<file path="src/rtl/fetch_seq_ctrl_if.sv">
// Instruction memory request/response channel between fetch sequencer and memory.
// Master issues req/addr; slave returns ready/rdata (ready may coincide with req).
interface fetch_seq_ctrl_if #(
  parameter int ADDR_W = 32
);
  logic              mem_req;
  logic [ADDR_W-1:0] mem_addr;
  logic              mem_ready;
  logic [31:0]       mem_rdata;

  modport master (
    output mem_req, mem_addr,
    input  mem_ready, mem_rdata
  );

  modport slave (
    input  mem_req, mem_addr,
    output mem_ready, mem_rdata
  );
endinterface

</file>
<file path="src/rtl/fetch_seq_ctrl.sv">
// Fetch-stage sequencer for variable-latency instruction memory.
// Owns the F->D register, squashes stale responses, tracks timeouts and stalls.
module fetch_seq_ctrl #(
  parameter int ADDR_W      = 32,
  parameter int TIMEOUT_CYC = 255
) (
  input  logic              clk,
  input  logic              rst,
  input  logic [ADDR_W-1:0] pc_f,
  input  logic              redirect_e,
  input  logic [ADDR_W-1:0] redirect_e_addr,
  input  logic              redirect_w,
  input  logic [ADDR_W-1:0] redirect_w_addr,
  input  logic              stall_d,
  fetch_seq_ctrl_if.master  imem,
  output logic              stall_f,
  output logic              pc_load,
  output logic [ADDR_W-1:0] pc_load_addr,
  output logic [31:0]       instr_d,
  output logic              valid_d,
  output logic              fetch_err,
  output logic [31:0]       stall_count
);

  localparam int WW = (TIMEOUT_CYC < 1) ? 1 : $clog2(TIMEOUT_CYC + 1);
  localparam logic [WW-1:0] TMAX = WW'(TIMEOUT_CYC);

  typedef enum logic [1:0] {
    REQ     = 2'd0,
    HOLD    = 2'd1,
    DISCARD = 2'd2
  } state_t;

  state_t            state;
  logic [31:0]       hold_buf;
  logic [ADDR_W-1:0] disc_addr;
  logic [WW-1:0]     wait_cnt;
  logic              redir;
  logic              ready;

  assign redir = redirect_e | redirect_w;
  assign ready = imem.mem_ready;

  always_comb begin
    imem.mem_req  = 1'b0;
    imem.mem_addr = pc_f;
    stall_f       = 1'b1;
    pc_load       = 1'b0;
    pc_load_addr  = redirect_e ? redirect_e_addr : redirect_w_addr;
    if (!rst) begin
      imem.mem_req = (state != HOLD);
      if (state == DISCARD) imem.mem_addr = disc_addr;
      pc_load = redir;
      if (!redir) begin
        unique case (state)
          REQ:     stall_f = !(ready && !stall_d);
          HOLD:    stall_f = stall_d;
          default: stall_f = 1'b1;
        endcase
      end
    end
  end

  always_ff @(posedge clk) begin
    if (rst) begin
      state       <= REQ;
      instr_d     <= '0;
      valid_d     <= 1'b0;
      fetch_err   <= 1'b0;
      stall_count <= '0;
      wait_cnt    <= '0;
      hold_buf    <= '0;
      disc_addr   <= '0;
    end else begin
      if (stall_f) stall_count <= stall_count + 32'd1;

      // wait counter saturates; the error flag stays set until reset
      if (imem.mem_req && !ready) begin
        if (wait_cnt == TMAX) fetch_err <= 1'b1;
        else wait_cnt <= wait_cnt + WW'(1);
      end else begin
        wait_cnt <= '0;
      end

      if (redir) begin
        instr_d <= '0;
        valid_d <= 1'b0;
        if (!ready && state != HOLD) begin
          state <= DISCARD;
          if (state == REQ) disc_addr <= pc_f;
        end else begin
          state <= REQ;
        end
      end else begin
        unique case (state)
          REQ: begin
            if (ready && !stall_d) begin
              instr_d <= imem.mem_rdata;
              valid_d <= 1'b1;
            end else if (ready) begin
              hold_buf <= imem.mem_rdata;
              state    <= HOLD;
            end else if (!stall_d) begin
              valid_d <= 1'b0;
            end
          end
          HOLD: begin
            if (!stall_d) begin
              instr_d <= hold_buf;
              valid_d <= 1'b1;
              state   <= REQ;
            end
          end
          DISCARD: begin
            if (!stall_d) valid_d <= 1'b0;
            if (ready) state <= REQ;
          end
          default: state <= REQ;
        endcase
      end
    end
  end

endmodule

</file>
<file path="src/flat_wrapper.sv">
// flat-port wrapper written by rule: the top's interface ports become plain ports
module fetch_seq_ctrl_flat 
#(
  parameter int ADDR_W      = 32,
  parameter int TIMEOUT_CYC = 255
)
  (clk, rst, pc_f, redirect_e, redirect_e_addr, redirect_w, redirect_w_addr, stall_d, stall_f, pc_load, pc_load_addr, instr_d, valid_d, fetch_err, stall_count, imem_mem_req, imem_mem_addr, imem_mem_ready, imem_mem_rdata);
  fetch_seq_ctrl_if #(.ADDR_W(ADDR_W)) imem_i ();
  input  logic clk;
  input  logic rst;
  input  logic [ADDR_W-1:0] pc_f;
  input  logic redirect_e;
  input  logic [ADDR_W-1:0] redirect_e_addr;
  input  logic redirect_w;
  input  logic [ADDR_W-1:0] redirect_w_addr;
  input  logic stall_d;
  output logic stall_f;
  output logic pc_load;
  output logic [ADDR_W-1:0] pc_load_addr;
  output logic [31:0] instr_d;
  output logic valid_d;
  output logic fetch_err;
  output logic [31:0] stall_count;
  output wire logic [$bits(imem_i.mem_req)-1:0] imem_mem_req;
  output wire logic [$bits(imem_i.mem_addr)-1:0] imem_mem_addr;
  input wire logic [$bits(imem_i.mem_ready)-1:0] imem_mem_ready;
  input wire logic [$bits(imem_i.mem_rdata)-1:0] imem_mem_rdata;
  assign imem_mem_req = imem_i.mem_req;
  assign imem_mem_addr = imem_i.mem_addr;
  assign imem_i.mem_ready = imem_mem_ready;
  assign imem_i.mem_rdata = imem_mem_rdata;
  fetch_seq_ctrl #(.ADDR_W(ADDR_W), .TIMEOUT_CYC(TIMEOUT_CYC)) u_core (.clk(clk), .rst(rst), .pc_f(pc_f), .redirect_e(redirect_e), .redirect_e_addr(redirect_e_addr), .redirect_w(redirect_w), .redirect_w_addr(redirect_w_addr), .stall_d(stall_d), .imem(imem_i), .stall_f(stall_f), .pc_load(pc_load), .pc_load_addr(pc_load_addr), .instr_d(instr_d), .valid_d(valid_d), .fetch_err(fetch_err), .stall_count(stall_count));
endmodule
</file>
<file path="config.mk">
export PLATFORM = sky130hd
export DESIGN_NAME = fetch_seq_ctrl_flat
export DESIGN_NICKNAME = d
export VERILOG_FILES = /design/src/rtl/fetch_seq_ctrl_if.sv /design/src/rtl/fetch_seq_ctrl.sv /design/src/flat_wrapper.sv
export SDC_FILE = /design/constraint.sdc
export NUM_CORES = 1
export LEC_CHECK = 0
export BUFFER_PORTS_ARGS = -buffer_cell sky130_fd_sc_hd__buf_2
export CAP_MARGIN = 20
export CORE_MARGIN = 2
export CORE_UTILIZATION = 40
export CTS_BUF_LIST = sky130_fd_sc_hd__clkbuf_8
export CTS_CLUSTER_DIAMETER = 40
export DETAILED_ROUTE_END_ITERATION = 6
export PLACE_DENSITY = 0.71
export REMOVE_ABC_BUFFERS = 1
export SYNTH_ARGS = -nofsm -noshare
export SYNTH_HDL_FRONTEND = slang
export SYNTH_SLANG_ARGS = --single-unit
</file>
<file path="constraint.sdc">
create_clock -name clk -period 3.8 [get_ports clk]
set_input_delay 0.38 -clock clk [delete_from_list [all_inputs] [get_ports clk]]
set_output_delay 0.38 -clock clk [all_outputs]
set_load 0.1 [all_outputs]
</file>
==> key figures <==
Status
  – Status: finished clean

Routing
  – Total wire length: 18.27 mm
  – Drt initial violations: roughly 230
  – WL per Instance: ~15 um
  – Drt first pass iters: 5
  – Top Metal Used: met5
  – DRC Markers: 0
  – WL met2: 8.227 mm
  – Vias post-DR: 6,296
  – Post-DRT Antenna Nets: 0
  – Routed wl met3: 1.371 mm
  – M1 WL: 8.544 mm
  – Vias per cell: 5.165

Clock tree
  – Setup Fix Bufs, Post-CTS: 0
  – CTS Buf Count: 17
  – Clock tree sinks: 140
  – # hold bufs at CTS: 0
  – Bufs on Longest Clock Path: 2
  – H-tree depth: 4
  – Reg clk slew, reported paths: 0.09 ns
  – Post-CTS sizing: 0
  – Root Buffer: clkbuf_8
  – Clock Latency Late Sink: around 0.44 ns
  – TritonCTS clock tree: built

Yosys
  – Register area share after synthesis: 40.98%
  – Yosys reg bits: 140
  – Post-synthesis cell type count: 47
  – Mean Syn Cell Area: 9.094 um2
  – Ys async rst share: 0%
  – Cell area after synthesis: 6839 um2
  – Yosys warns: 0
  – Mapped Cells: 752
  – Post-synth EDFFs: 0
  – Dominant synthesized flop cell: dfxtp_1

Placement
  – IO Port Bufs: 266
  – Dpl hpwl: 12.94 mm
  – GP Congestion: 0.8457

Min path
  – Worst Hold Path Cells: 3
  – Hold Crit Class: primary input to flip-flop

Timing
  – Final setup violation count: 0
  – Fmax: 323.4 MHz
  – Setup TNS Final: 0 ns
  – Final hold vios: 0
  – Crit path time final: approximately 3.1 ns
  – Period utilization: 81.37%
  – Clock Skew: 0.01667 ns
  – RSZ-0062 raised after global routing: no
  – Worst-Margin Slew: 0.8241 ns
  – Count of pins over their slew limit: 0
  – Slew headroom: 44.64%
  – Hold WS: roughly 0.18 ns

Critical path
  – Kind of end point of the critical path: output pin
  – Required @ worst endpoint: 3.42 ns
  – Top delay family on crit path: simple AND/OR/NAND/NOR gates
  – Crit-path cells: inv_1 > ha_1 > o21a_1 > nor4_4 > inv_2 > buf_2
  – Crit path DAT: approximately 2.7 ns
  – Worst Path Max Fanout: 18
  – CP Launch Type: flip-flop
  – Critical path class: flip-flop to output pin
  – Crit path max-delay cell type: nor4_4
  – Path depth of the worst reg2reg path: 7
  – Stages on the worst setup path: 6
  – Critical Path Max Stage Delay: 0.75 ns
  – Buffers & Inverters on Critical Path: 3

Layout
  – Fin nets: 1,129
  – Most frequent cells in the layout: buf_2, dfxtp_1, nor2_1, nand2_1, mux2_2
  – Antenna Cells: 0
  – Layout cell share with drive strength beyond 1: 38.44%
  – Most common cell after layout, fill and taps aside: buf_2
  – Layout area overhead: 27.94%

Global routing
  – Global route total overflow: 0
  – Initial antenna violation count: 1
  – Largest net degree at the start of global routing: 65
  – Total routing usage reported by global routing: 19.60%
  – Vias in the first global route: around 5,700
  – First-pass GRT wire length: 28.81 mm

Power and ir drop
  – Leak pwr: 3.893 nW
  – Gate power share: between 20% and 30%
  – Clock power share: 37.9%
  – Pint: 2.571 mW
  – Switching share of power: 33.09%
  – Sequential share of power: 39.7%
  – Switching power: around 1.3 mW
  – Pwr dens: 439.2 nW/um2
  – Peak supply drop: 0.0002516 V

Floorplanning
  – Ports: 267
  – Die width: 134.8 um
  – Die Y: 134.8 um
  – Core Area: 16,640 um2
  – Row Count: 47
  – Full die area: 18,160 um2
  – Initial Util: 41.09%

Run
  – Max_cap viols: 0
==> metrics by stage <==
| step | power, mW | util [%] | setup WS (ns) | instances | area (um2) |
|---|---|---|---|---|---|
| 2_1_floorplan | 2.217 | - | 0.005293 | 693 | 6564 |
| 3_3_place_gp | 2.416 | 49.65 | 1.027 | 1188 | 8263 |
| 3_5_place_dp | 2.422 | 49.65 | 0.9987 | 1188 | 8263 |
| 4_1_cts | 3.891 | 52.58 | 0.6661 | 1219 | 8750 |
| 5_1_grt | 3.999 | 52.58 | 0.4881 | 1219 | 8750 |
| 6_report | 3.843 | 52.58 | 0.7081 | 1219 | 8750 |
==> state kept, by name, summed over array words and instances, names as in the netlist, named ones only <==
name / flops
u_core.disc_addr: 32
u_core.fetch_err: 1
u_core.hold_buf: 32
u_core.instr_d: 32
u_core.stall_count: 32
u_core.state: 2
u_core.wait_cnt: 8
==> cell type report <==
class,count,area (um2)
repair buffers,275,1401
clock inverters,13,239.0
inverters,10,37.54
fillers,1559,7893
clock buffers,18,247.7
multi-input cells,543,3746
well taps,220,275.3
flip-flops and latches,140,2803
==> cell usage after synthesis, drive strengths merged, types with 8 or more instances <==
library cell | count | area, um2
a211oi | 32 | 240.2
a21oi | 52 | 260.3
and3 | 9 | 56.30
buf | 21 | 132.6
clkbuf | 38 | 142.6
dfxtp | 140 | 2803
ha | 8 | 100.1
inv | 10 | 37.53
mux2 | 74 | 833.3
mux2i | 67 | 670.6
nand2 | 78 | 292.8
nand3 | 13 | 65.06
nand4 | 13 | 87.58
nor2 | 87 | 326.6
nor2b | 11 | 68.82
nor3 | 9 | 45.04
o21ai | 10 | 50.05
o31ai | 18 | 135.1
or4 | 16 | 120.1
==> routing by layer <==
layer	vias up	GRT usage (%)
met4	2	3.860
met2	182	30.06
li1	3172	-
met5	-	0
met3	9	5.856
met1	2931	27.45
==> final timing paths <==
path	startpoint	end	slack [ns]
min reg2reg	u_core.disc_addr[6]	u_core.disc_addr[6]	0.45
max reg2reg	u_core.state[0]	u_core.stall_count[19]	1.03
min	pc_f[23]	u_core.disc_addr[23]	0.18
max	u_core.state[0]	stall_f	0.71
==> logic make-up after synthesis <==
family | after synthesis | share of synthesized area, %
AOI/OAI and AO/OA | 127 | 11.78
xor gates and xnor gates | 3 | 0.3843
adders and majority gates | 8 | 1.464
muxes | 141 | 21.99
and+or+nand+nor | 264 | 18.83
buffers and inverters | 69 | 4.574
DFF | 140 | 40.98
==> worst min-delay path: cells and delay by family <==
family / cells / cell delay [ns]
simple gates: 1 / 0.05
buf+inv: 1 / 0.10
compound gates: 1 / 0.05
==> power by group through the flow <==
stage / Combinational (mW) / Sequential (mW) / Clock, mW
after floorplan: 0.591 / 1.63 / 0
after global placement: 0.857 / 1.56 / 0
after detailed placement: 0.862 / 1.56 / 0
after CTS: 0.864 / 1.53 / 1.50
after global routing: 0.903 / 1.53 / 1.56
final: 0.861 / 1.53 / 1.46
(Power assumes the default switching activity.)
